**src/rtl/debounce_sync_df.sv**
```systemverilog
// debounce_sync_df
//   Conditions a raw asynchronous input (button/switch) into a clean level
//   for the downstream dataflow NOT gate. A 2-flop synchroniser removes
//   metastability, then a counted-stability FSM removes bounce.
//
// Ports
//   clk    in   single clock for all state
//   rst_n  in   asynchronous active-low reset
//   a      in   raw asynchronous input
//   tick   in   sample qualifier; the stability counter advances only on tick=1
//   y      out  debounced level
//   rise   out  one-cycle pulse on a y 0->1 transition
//   fall   out  one-cycle pulse on a y 1->0 transition
//   busy   out  high while a candidate transition is being qualified
module debounce_sync_df #(
    parameter int CNT_W           = 16,
    parameter int DEBOUNCE_CYCLES = 1000
) (
    input  logic clk,
    input  logic rst_n,
    input  logic a,
    input  logic tick,
    output logic y,
    output logic rise,
    output logic fall,
    output logic busy
);

    typedef enum logic [1:0] {
        ST_LOW   = 2'd0,
        ST_CHK_H = 2'd1,
        ST_HIGH  = 2'd2,
        ST_CHK_L = 2'd3
    } state_t;

    // Terminal count at counter width; reaching it on a qualified sample
    // completes the transition, so the counter never wraps.
    localparam logic [CNT_W-1:0] LP_LAST = CNT_W'(DEBOUNCE_CYCLES - 1);

    logic             r_s1;
    logic             r_s2;
    logic [CNT_W-1:0] r_cnt;
    state_t           r_state;
    logic             r_y;
    logic             r_rise;
    logic             r_fall;
    logic             r_busy;

    assign y    = r_y;
    assign rise = r_rise;
    assign fall = r_fall;
    assign busy = r_busy;

    always_ff @(posedge clk or negedge rst_n) begin
        if (!rst_n) begin
            r_s1    <= 1'b0;
            r_s2    <= 1'b0;
            r_cnt   <= '0;
            r_state <= ST_LOW;
            r_y     <= 1'b0;
            r_rise  <= 1'b0;
            r_fall  <= 1'b0;
            r_busy  <= 1'b0;
        end else begin
            r_s1   <= a;
            r_s2   <= r_s1;
            // Pulses are single-cycle: cleared every cycle unless set below.
            r_rise <= 1'b0;
            r_fall <= 1'b0;

            case (r_state)
                ST_LOW: begin
                    if (r_s2) begin
                        r_state <= ST_CHK_H;
                        r_cnt   <= '0;
                        r_busy  <= 1'b1;
                    end
                end

                ST_CHK_H: begin
                    // Abort wins over completion and ignores tick.
                    if (!r_s2) begin
                        r_state <= ST_LOW;
                        r_cnt   <= '0;
                        r_busy  <= 1'b0;
                    end else if (tick) begin
                        if (r_cnt == LP_LAST) begin
                            r_state <= ST_HIGH;
                            r_cnt   <= '0;
                            r_busy  <= 1'b0;
                            r_y     <= 1'b1;
                            r_rise  <= 1'b1;
                        end else begin
                            r_cnt <= r_cnt + 1'b1;
                        end
                    end
                end

                ST_HIGH: begin
                    if (!r_s2) begin
                        r_state <= ST_CHK_L;
                        r_cnt   <= '0;
                        r_busy  <= 1'b1;
                    end
                end

                ST_CHK_L: begin
                    if (r_s2) begin
                        r_state <= ST_HIGH;
                        r_cnt   <= '0;
                        r_busy  <= 1'b0;
                    end else if (tick) begin
                        if (r_cnt == LP_LAST) begin
                            r_state <= ST_LOW;
                            r_cnt   <= '0;
                            r_busy  <= 1'b0;
                            r_y     <= 1'b0;
                            r_fall  <= 1'b1;
                        end else begin
                            r_cnt <= r_cnt + 1'b1;
                        end
                    end
                end

                default: begin
                    r_state <= ST_LOW;
                    r_cnt   <= '0;
                    r_busy  <= 1'b0;
                    r_y     <= 1'b0;
                end
            endcase
        end
    end

endmodule

```
**config.mk**
```make
export PLATFORM = sky130hd
export DESIGN_NAME = debounce_sync_df
export DESIGN_NICKNAME = d
export VERILOG_FILES = /design/src/rtl/debounce_sync_df.sv
export SDC_FILE = /design/constraint.sdc
export NUM_CORES = 1
export LEC_CHECK = 0
export ABC_AREA = 0
export CORE_MARGIN = 8
export CORE_UTILIZATION = 61
export DETAILED_ROUTE_END_ITERATION = 10
export PLACE_DENSITY = 0.9
export SETUP_SLACK_MARGIN = 0.4
export SYNTH_ARGS = -nofsm -noshare
export SYNTH_HDL_FRONTEND = slang
export SYNTH_SLANG_ARGS = --single-unit
```
**constraint.sdc**
```tcl
create_clock -name clk -period 2.8 [get_ports clk]
set_input_delay 0.84 -clock clk [delete_from_list [all_inputs] [get_ports clk]]
set_output_delay 0.84 -clock clk [all_outputs]
set_load 0.05 [all_outputs]
```
# Yosys cells after proc, flatten, opt, wreduce, memory -nomap -nowiden
# Index checks and enable logic that the tools add are counted.
# W data, S select, Z words.
[totals] regBits=24 out_inout_bits=4 wordCells=66
[op_classes] add_sub_neg=1 n_eq_ne=16 n_mux=36 n_reduce_logical=5
[ops] operator="$mux W16" count=6
[ops] operator="$pmux W16 S4" count=1
[ops] operator="$mux W1" count=18
[ops] operator="$add A16 B1 Y16 const B" count=1
[ops] operator="$eq A16 B10 Y1 const B" count=1
[ops] operator="$mux W2" count=8
[ops] operator="$ne A2 B2 Y1 const B" count=8
[ops] operator="$ne A3 B3 Y1 const B" count=4
[ops] operator="$pmux W2 S4" count=1
[ops] operator="$reduce_and A7 Y1" count=1
[ops] operator="$reduce_and A6 Y1" count=1
[ops] operator="$eq A2 B2 Y1 const B" count=2
[ops] operator="$pmux W1 S4" count=1
[ops] operator="$eq A2 B1 Y1 const B" count=1
[ops] operator="$logic_not A2 Y1" count=1
[ops] operator="$pmux W1 S2" count=1
[ops] operator="$reduce_and A2 Y1" count=1
[ops] operator="$reduce_bool A2 Y1" count=1

# Longest topological paths before layout
[logic_depth] word_depth=5 ltp_mapped=6 ltp_nobuf=5

# Least setup slack after synthesis
# OpenSTA, ideal clock, no wires.
[synth_path] path_kind="input port to flip-flop" start="input tick" end="register with a tool-made name" setup_time_ps=125 arrival_time_ps=1889 path_slack_ps=786 stages=5 path_buffers=1 path_cell_list="buf_2 and4_1 and4_1 nand2_1 mux2_2"
[synth_lines] item="start: declaration" line_no="22" rtl="input logic tick,"

# Worst setup path in the final report
[layout_path] start="register r_rise (netlist: rise)" end="output rise"
[layout_lines] item="start: declaration" line_no="45" rtl="logic r_rise;"
[layout_lines] item="start signal: assignment" line_no="61" rtl="r_rise <= 1'b0;"
[layout_lines] item="start signal: assignment" line_no="68" rtl="r_rise <= 1'b0;"
[layout_lines] item="start signal: assignment" line_no="92" rtl="r_rise <= 1'b1;"
[layout_lines] item="end: declaration" line_no="24" rtl="output logic rise,"
# No word-level cell between the ends.

==> reports/metrics.csv <==
stage,metric,value,unit
clock_tree,post_cts_buffers,0,
clock_tree,cts_buffers,3,
worst_setup_path,crit_path_end_kind,output port,
worst_setup_path,arrival,1.47,ns
grt,antenna_found_initial,0,
timing,worst_pin_slew,0.679,ns
timing,relSlewSlack,54.3,%
yosys,ys_types,38,
clock_tree,clk_pin_slew,0.13,ns
timing,setup_viol,0,
clock_tree,cts_resized,0,
worst_setup_path,cpLargestDelayFamily,buffers and inverters,
worst_setup_path,crit_path_top_delay_cell,clkdlybuf4s50_1,
routing,wl_per_cell,17.1,µm
worst_setup_path,cp_max_fo,1,
grt,top_usage_layer,met2,
yosys,synth_area_leaders,"dfrtp_1 (49%), xor2_1 (4.2%), nand4_1 (3.0%)",
grt,gr-total-overflow,0,
yosys,ys_ff_latch,24,
place,hpwl,1900,µm
timing,fmax,0.433,GHz
place,port_buffers,7,
grt,met1_usage,20.6,%
routing,viasPerCell,6.48,
routing,initialDrtViolationCount,34,
layout,syn_to_final_growth,13.2,%
grt,grtUsageMet2,26.1,%
routing,ant_nets,0,
floorplanning,die_y,61.0,µm
clock_tree,cts_root_buffer,clkbuf_4,
yosys,syn_nets,124,
timing,final-hold-violation-count,0,
clock_tree,clkSinkCount,24,
yosys,yosys.area.top_type,dfrtp_1,
routing,routed_wl,2640,µm
yosys,ys_seq_area_share,48.5,%
yosys,yosys.area.top_type_share,48.5,%
clock_tree,cts_tree,done,
worst_setup_path,path_class,reg2out,
routing,route.detailed.drc,0,
timing,period_minus_slack,2.31,ns
floorplanning,design.core.area,0.00194,mm²
clock_tree,htreeDepth,1,
yosys,yosysWarningCount,0,
worst_setup_path,crit_chain,clkdlybuf4s50_1,
grt,grt_pass1_wl,4560,µm
pwr,power_density,468,mW/mm²
worst_hold_path,hold_class,reg2reg,
layout,final_layout_size_suffix_gt1_share,9.38,%
worst_setup_path,path_buf_inv,1,
worst_setup_path,start_kind,register,
routing,dr.pass1.iters,4,
floorplanning,start_util,63.7,%
pwr,ir_drop,0.481,mV
layout,fin_cells,155,
clock_tree,holdBufCountCts,0,
status,status,completed,
timing,fin_skew,0.00108,ns
worst_setup_path,slowest_delay,0.80,ns
timing,hold_ws,0.364,ns
yosys,synth.cell_area,0.00124,mm²
timing,slew_violations,0,
place,dp_cells,151,
place,place_congestion,0.870,
routing,num_vias,1004,
floorplanning,die_w,61.0,µm
grt,grtUsageMet3,3.13,%
floorplanning,placementRows,16,
floorplanning,num_io_pins,8,
worst_setup_path,required,1.96,ns
job,maxCapViolCount,0,
pwr,static-leakage-power,0.631,nW
timing,period_share,82.5,%
layout,fin_nets,134,
grt,grt_max_degree,25,
timing,final.setup.tns,0,ns
timing,grt_setup_unrepaired,no,
floorplanning,die_area,0.00373,mm²
grt,first_global_vias,990,
clock_tree,clk_path_buf_depth,2,
grt,grt_usage,16.4,%
layout,diodes,0,
clock_tree,insertion_delay,0.32,ns
yosys,avgSynthCellArea,10.4,µm²
yosys,syn_inst,119,
power breakdown:
part           internal [W]  switching (W)  leakage, nW
logic             0.0000163      0.0000299        0.278
clock network      0.000145       0.000106       0.0279
registers          0.000352     0.00000733        0.326
area by class of cell:
| type | instances | area [µm²] |
|---|---|---|
| clock buffers | 3 | 22.5 |
| flip-flops and latches | 24 | 601 |
| multi-input cells | 88 | 607 |
| inverters | 2 | 7.51 |
| fillers | 155 | 541 |
| well taps | 27 | 33.8 |
| clock inverters | 1 | 30.0 |
| repair buffers | 10 | 100 |
through the flow:
stage	power (W)	instance area [µm²]	utilization [%]	setup WS, ns
finish	0.000656	1400	72.2	0.490
global route	0.000683	1400	72.2	0.431
floorplan	0.000390	1240	-	0.786
global placement	0.000410	1340	69.1	0.301
detailed placement	0.000412	1340	69.1	0.237
CTS	0.000658	1390	71.8	0.430
registers in the layout, indices dropped and copies added (netlist names), named ones only:
| signal | count |
|---|---|
| busy | 1 |
| y | 1 |
| r_s1 | 1 |
| r_s2 | 1 |
| fall | 1 |
| r_cnt | 16 |
| rise | 1 |
| r_state | 1 |
synthesized netlist by cell type:
cell        n
nand4_1     6
ha_1        1
and4_1      3
o2bb2ai_1   1
o21a_1      1
a31oi_1     2
nor4_1      5
buf_2       3
mux2_2      1
mux2i_1     2
xor2_1      6
o2111ai_4   1
and3_1      1
o21ai_0     3
a21o_1      1
o31ai_1     3
o22a_1      2
or4_1       2
inv_1       2
o211ai_1    3
dfrtp_1    24
nor2_1     10
or4b_1      1
o2111ai_1   2
nor3b_1     2
or2_2       1
a31o_2      1
nand2_1     6
and2_1      4
a22o_1      1
nand3_1     2
nor3_1      1
xor2_2      1
or3_1       3
o41ai_1     1
o31a_1      1
a21oi_1     7
clkbuf_1    2
worst paths after layout:
kind	startpoint	end	slack, ns	cells past startpoint
setup / recovery	rise$_DFF_PN0_	rise	0.49	1
hold reg to reg	r_s1$_DFF_PN0_	r_s2$_DFF_PN0_	0.36	0
max in group asynchronous	rst_n	fall$_DFF_PN0_	1.70	2
min in group asynchronous	rst_n	r_cnt[5]$_DFFE_PN0P_	0.86	2
hold / removal	r_s1$_DFF_PN0_	r_s2$_DFF_PN0_	0.36	0
setup reg to reg	register	r_cnt[11]$_DFFE_PN0P_	0.79	4
metal layers:
layer | vias up | share of wire [%] | wire length, µm
met5 | - | 0 | 0
li1 | 476 | - | -
met3 | 9 | 4.3 | 113
met2 | 31 | 49 | 1310
met4 | 0 | 2.7 | 72
met1 | 488 | 44 | 1150
kinds of logic (layout without fill, tap and decap cells):
logic type | count (synthesis) | count (layout) | share of synthesized area (%)
DFF | 24 | 24 | 48.5
xor gates and xnor gates | 7 | 7 | 5.56
and+or+nand+nor | 47 | 47 | 21.5
buffers and inverters | 7 | 16 | 2.43
muxes | 3 | 3 | 2.53
AOI/OAI and AO/OA | 30 | 30 | 18.4
adders and majority gates | 1 | 1 | 1.01
cells in the final DEF, fill, tap and decap left out, types with 4 or more instances in the layout:
master / count
dfrtp_1: 24
nor2_1: 10
a21oi_1: 7
nand2_1: 6
nand4_1: 6
xor2_1: 6
nor4_1: 5
and2_1: 4
clkdlybuf4s50_1: 4
No activity file was read; power rests on OpenSTA's default activity.
==> RTL edit 1: new RTL, config.mk and constraints unchanged <==
`DEBOUNCE_CYCLES`: 1000 -> 500.
--- a/src/rtl/debounce_sync_df.sv
+++ b/src/rtl/debounce_sync_df.sv
@@ -16,3 +16,3 @@
     parameter int CNT_W           = 16,
-    parameter int DEBOUNCE_CYCLES = 1000
+    parameter int DEBOUNCE_CYCLES = 500
 ) (
Behaviour: no difference found for any inputs over 10 cycles, from zero or initial values and one cycle with rst_n low; that may be too few to reach the edited logic, so the function may still have changed.
==> RTL edit 1 against the original RTL <==
Worst setup slack worse by 0.034 ns. Count of clock-buffer cells in the layout stayed put. Sequential cell count stayed put. Wire length is 4.3% lower. Non-clock buffer count stayed put. Design area is 1.3% lower. Area after synthesis is 1.9% higher. Total power is 16% lower. Largest power group unchanged.
==> RTL edit 1: results <==
group,metric,value,unit
sta,period_share,83.7,%
power_and_ir_drop,ir_drop,267,uV
logic_synthesis,synth-seq-area-share,47.6,%
detailed_routing,wire_per_inst,15.8,um
worst_setup_path,r2r-end,"r_cnt[14]$_DFFE_PN0P_",
logic_synthesis,ys_types,36,
worst_setup_path,cpPeakStageDelay,0.81,ns
placed_design,placed_cells_incl_taps,157,
final_layout,drive_gt1_share,7.52,%
placed_design,dp_hpwl,1840,um
grt,grt_usage,15.6,%
placed_design,routabilityCongestion,0.861,
sta,clock_skew,0.00339,ns
placed_design,pre_cts_ws,0.194,ns
detailed_routing,drt-initial-drc-count,36,
placed_design,placedInstanceArea,0.00136,sq mm
worst_setup_path,crit_end,"busy",
detailed_routing,vias_per_cell,6.33,
worst_setup_path,crit_path_max_fanout,3,
logic_synthesis,synthesis.nets,132,
sta,whs,0.372,ns
grt,grt_first_pass_wirelength,4470,um
status,status,"finished clean",
clock_tree,clk_latency,0.30,ns
logic_synthesis,ys_top_cells_by_count,"24 x dfrtp_1, 9 x o21ai_0, 8 x a21oi_1, 7 x xor2_1",
worst_setup_path,startpoint,"busy$_DFFE_PN0P_",
final_layout,fillers,171,
detailed_routing,drt-total-wl,2530,um
grt,grt_pass1_vias,968,
logic_synthesis,ys_top_cells_by_area,"dfrtp_1 48%, xor2_1 4.9%, o21ai_0 3.6%, a22oi_1 3.6%, o2111ai_1 3.5%",
power_and_ir_drop,leakagePower,0.584,nW
worst_setup_path,r2r_slack,0.98,ns
final_layout,fin_nets,140,
final_layout,top_register,"r_cnt",
logic_synthesis,synth.avg_cell_area,9.93,sq um
-- RTL edit 1: final cells by class --
cell class | instances | area (sq um) | area share (%)
Sequential cell | 24 | 601 | 43.4
Inverter | 3 | 11.3 | 0.814
Tap cell | 27 | 33.8 | 2.44
Timing Repair Buffer | 10 | 92.6 | 6.70
Clock buffer | 3 | 22.5 | 1.63
Multi-Input combinational cell | 93 | 622 | 45.0
-- RTL edit 1: cells by family (layout without fill, tap and decap cells) --
| kind of cell | count (synthesis) | in the layout | synth area share, % |
|---|---|---|---|
| and+or+nand+nor | 43 | 43 | 19.5 |
| AOI/OAI and AO/OA | 40 | 40 | 21.7 |
| DFF | 24 | 24 | 47.6 |
| buffers and inverters | 10 | 16 | 3.17 |
| xor gates and xnor gates | 8 | 8 | 6.15 |
| adders and majority gates | 1 | 1 | 0.992 |
| muxes | 1 | 1 | 0.794 |
-- RTL edit 1: report_power, final --
group / internal [mW] / switching, mW / leakage (nW)
Combinational: 0.0161 / 0.0296 / 0.245
Sequential: 0.352 / 0.00821 / 0.325
Clock: 0.0502 / 0.0926 / 0.0138
Total: 0.418 / 0.130 / 0.584
-- RTL edit 1: metal layers --
metal / track usage [%] / vias to the layer above / routed length [um]
met4: 4.87 / 0 / 35
met3: 2.71 / 5 / 78
met5: 0 / - / 0
met1: 20.3 / 497 / 1230
li1: - / 497 / -
met2: 25.5 / 13 / 1180
-- RTL edit 1: worst register-to-register path, stage by stage (launching register included) --
cell and delay [ns]:
dfrtp_1 0.46, xor2_2 0.42, o211ai_1 0.29, or3b_1 0.42, a22oi_1 0.15
==> RTL edit 2: new RTL, config.mk and constraints unchanged <==
Without the edit above. Register the inputs `a` and `tick` before use, cleared by the reset. The logic sees them one clock later. Comments in the files are not updated.
--- a/src/rtl/debounce_sync_df.sv
+++ b/src/rtl/debounce_sync_df.sv
@@ -39,2 +39,15 @@
 
+    logic a_q;
+    logic tick_q;
+
+    always_ff @(posedge clk or negedge rst_n) begin
+        if (!rst_n) begin
+            a_q    <= '0;
+            tick_q <= '0;
+        end else begin
+            a_q    <= a;
+            tick_q <= tick;
+        end
+    end
+
     logic             r_s1;
@@ -64,3 +77,3 @@
         end else begin
-            r_s1   <= a;
+            r_s1   <= a_q;
             r_s2   <= r_s1;
@@ -85,3 +98,3 @@
                         r_busy  <= 1'b0;
-                    end else if (tick) begin
+                    end else if (tick_q) begin
                         if (r_cnt == LP_LAST) begin
@@ -111,3 +124,3 @@
                         r_busy  <= 1'b0;
-                    end else if (tick) begin
+                    end else if (tick_q) begin
                         if (r_cnt == LP_LAST) begin
Check against the original RTL: not equivalent (Yosys sat finds a counterexample within 4 cycles, from zero or initial values and one cycle with rst_n low).
==> RTL edit 2 against the original RTL <==
Sequential cell count up 2. Sequential power up 8.6%. Utilization down 1.2 points. Combinational power down 1%. Area after synthesis up 2.3%. Wire length up 5.0%. Design area down 0.71%. Synthesized cell count up 8.4%. Maximum frequency up 0.93%. Non-clock buffer count down 2. Worst setup slack better by 0.021 ns. Total power down 5.2%. Largest cell class is now flip-flops and latches. Highest routed layer unchanged.
==> RTL edit 2: results <==
group,metric,value,unit
min_path,holdPathEnd,"r_s1$_DFF_PN0_",
power_and_ir_drop,combinationalPower,45.7,uW
logic_synthesis,ys_top_cells_by_area,"dfrtp_1 51%, nand2_1 4.7%, a21oi_1 4.0%, a31oi_1 4.0%, o21ai_1 3.2%",
detailed_routing,drt-initial-drc-count,46,
placed_design,placedInstanceArea,0.00135,sq mm
final_layout,fin_nets,143,
clock_tree,clk_latency,0.32,ns
worst_setup_path,startpoint,"fall$_DFF_PN0_",
logic_synthesis,synthXorXnorAreaFrac,2.77,%
logic_synthesis,synth.avg_cell_area,9.82,sq um
sta,period_needed,2.29,ns
placed_design,pre_cts_ws,0.730,ns
logic_synthesis,synthesis.nets,134,
logic_synthesis,synth-compound-area-share,17.7,%
placed_design,dp_hpwl,1970,um
placed_design,routabilityCongestion,0.944,
detailed_routing,drt-total-wl,2780,um
sta,tightest_slew,0.671,ns
final_layout,drive_gt1_share,8.76,%
grt,grt_pass1_vias,1055,
sta,clock_skew,0.00781,ns
power_and_ir_drop,total_power,622,uW
logic_synthesis,synth_fa_ha_area_share,0.988,%
power_and_ir_drop,leakagePower,0.598,nW
grt,grt_usage,17.2,%
placed_design,placed_cells_incl_taps,160,
status,status,"finished clean",
sta,whs,0.374,ns
detailed_routing,vias_per_cell,6.52,
worst_setup_path,crit_end,"fall",
power_and_ir_drop,ir_drop,309,uV
grt,grt_max_degree,27,
worst_setup_path,r2r_cells,5,
logic_synthesis,synthMuxAreaShare,0,%
detailed_routing,wire_per_inst,16.9,um
power_and_ir_drop,clock_power,185,uW
power_and_ir_drop,swShare,23.3,%
final_layout,fillers,145,
worst_setup_path,r2r_slack,0.66,ns
logic_synthesis,ys_top_cells_by_count,"26 x dfrtp_1, 16 x nand2_1, 10 x a21oi_1, 8 x a31oi_1, 8 x o21ai_1",
final_layout,syn2layout_area_growth,9.88,%
grt,grt_first_pass_wirelength,4950,um
-- RTL edit 2: cell types whose count changed in the layout (fill, tap and decap cells not counted), moves of 3 or more --
cell / delta
a21oi_1: +3
a31oi_1: +6
and2_1: -3
nand2_1: +10
nand3_1: +4
nor2_1: -6
nor3_1: +3
nor4_1: -3
o211ai_1: -3
o21ai_1: +8
xor2_1: -3
-- RTL edit 2: layer usage --
metal / GRT usage [%] / routed length, um / up-vias
li1: - / - / 496
met1: 21.7 / 1200 / 516
met2: 27.3 / 1370 / 52
met3: 3.34 / 160 / 6
met4: 8.44 / 51 / 0
met5: 0 / 0 / -
-- RTL edit 2: layout make-up --
type | count | area share [%]
Clock buffer | 4 | 2.61
Inverter | 2 | 0.540
Multi-Input combinational cell | 97 | 41.7
Sequential cell | 26 | 46.8
Tap cell | 27 | 2.43
Timing Repair Buffer | 8 | 5.94
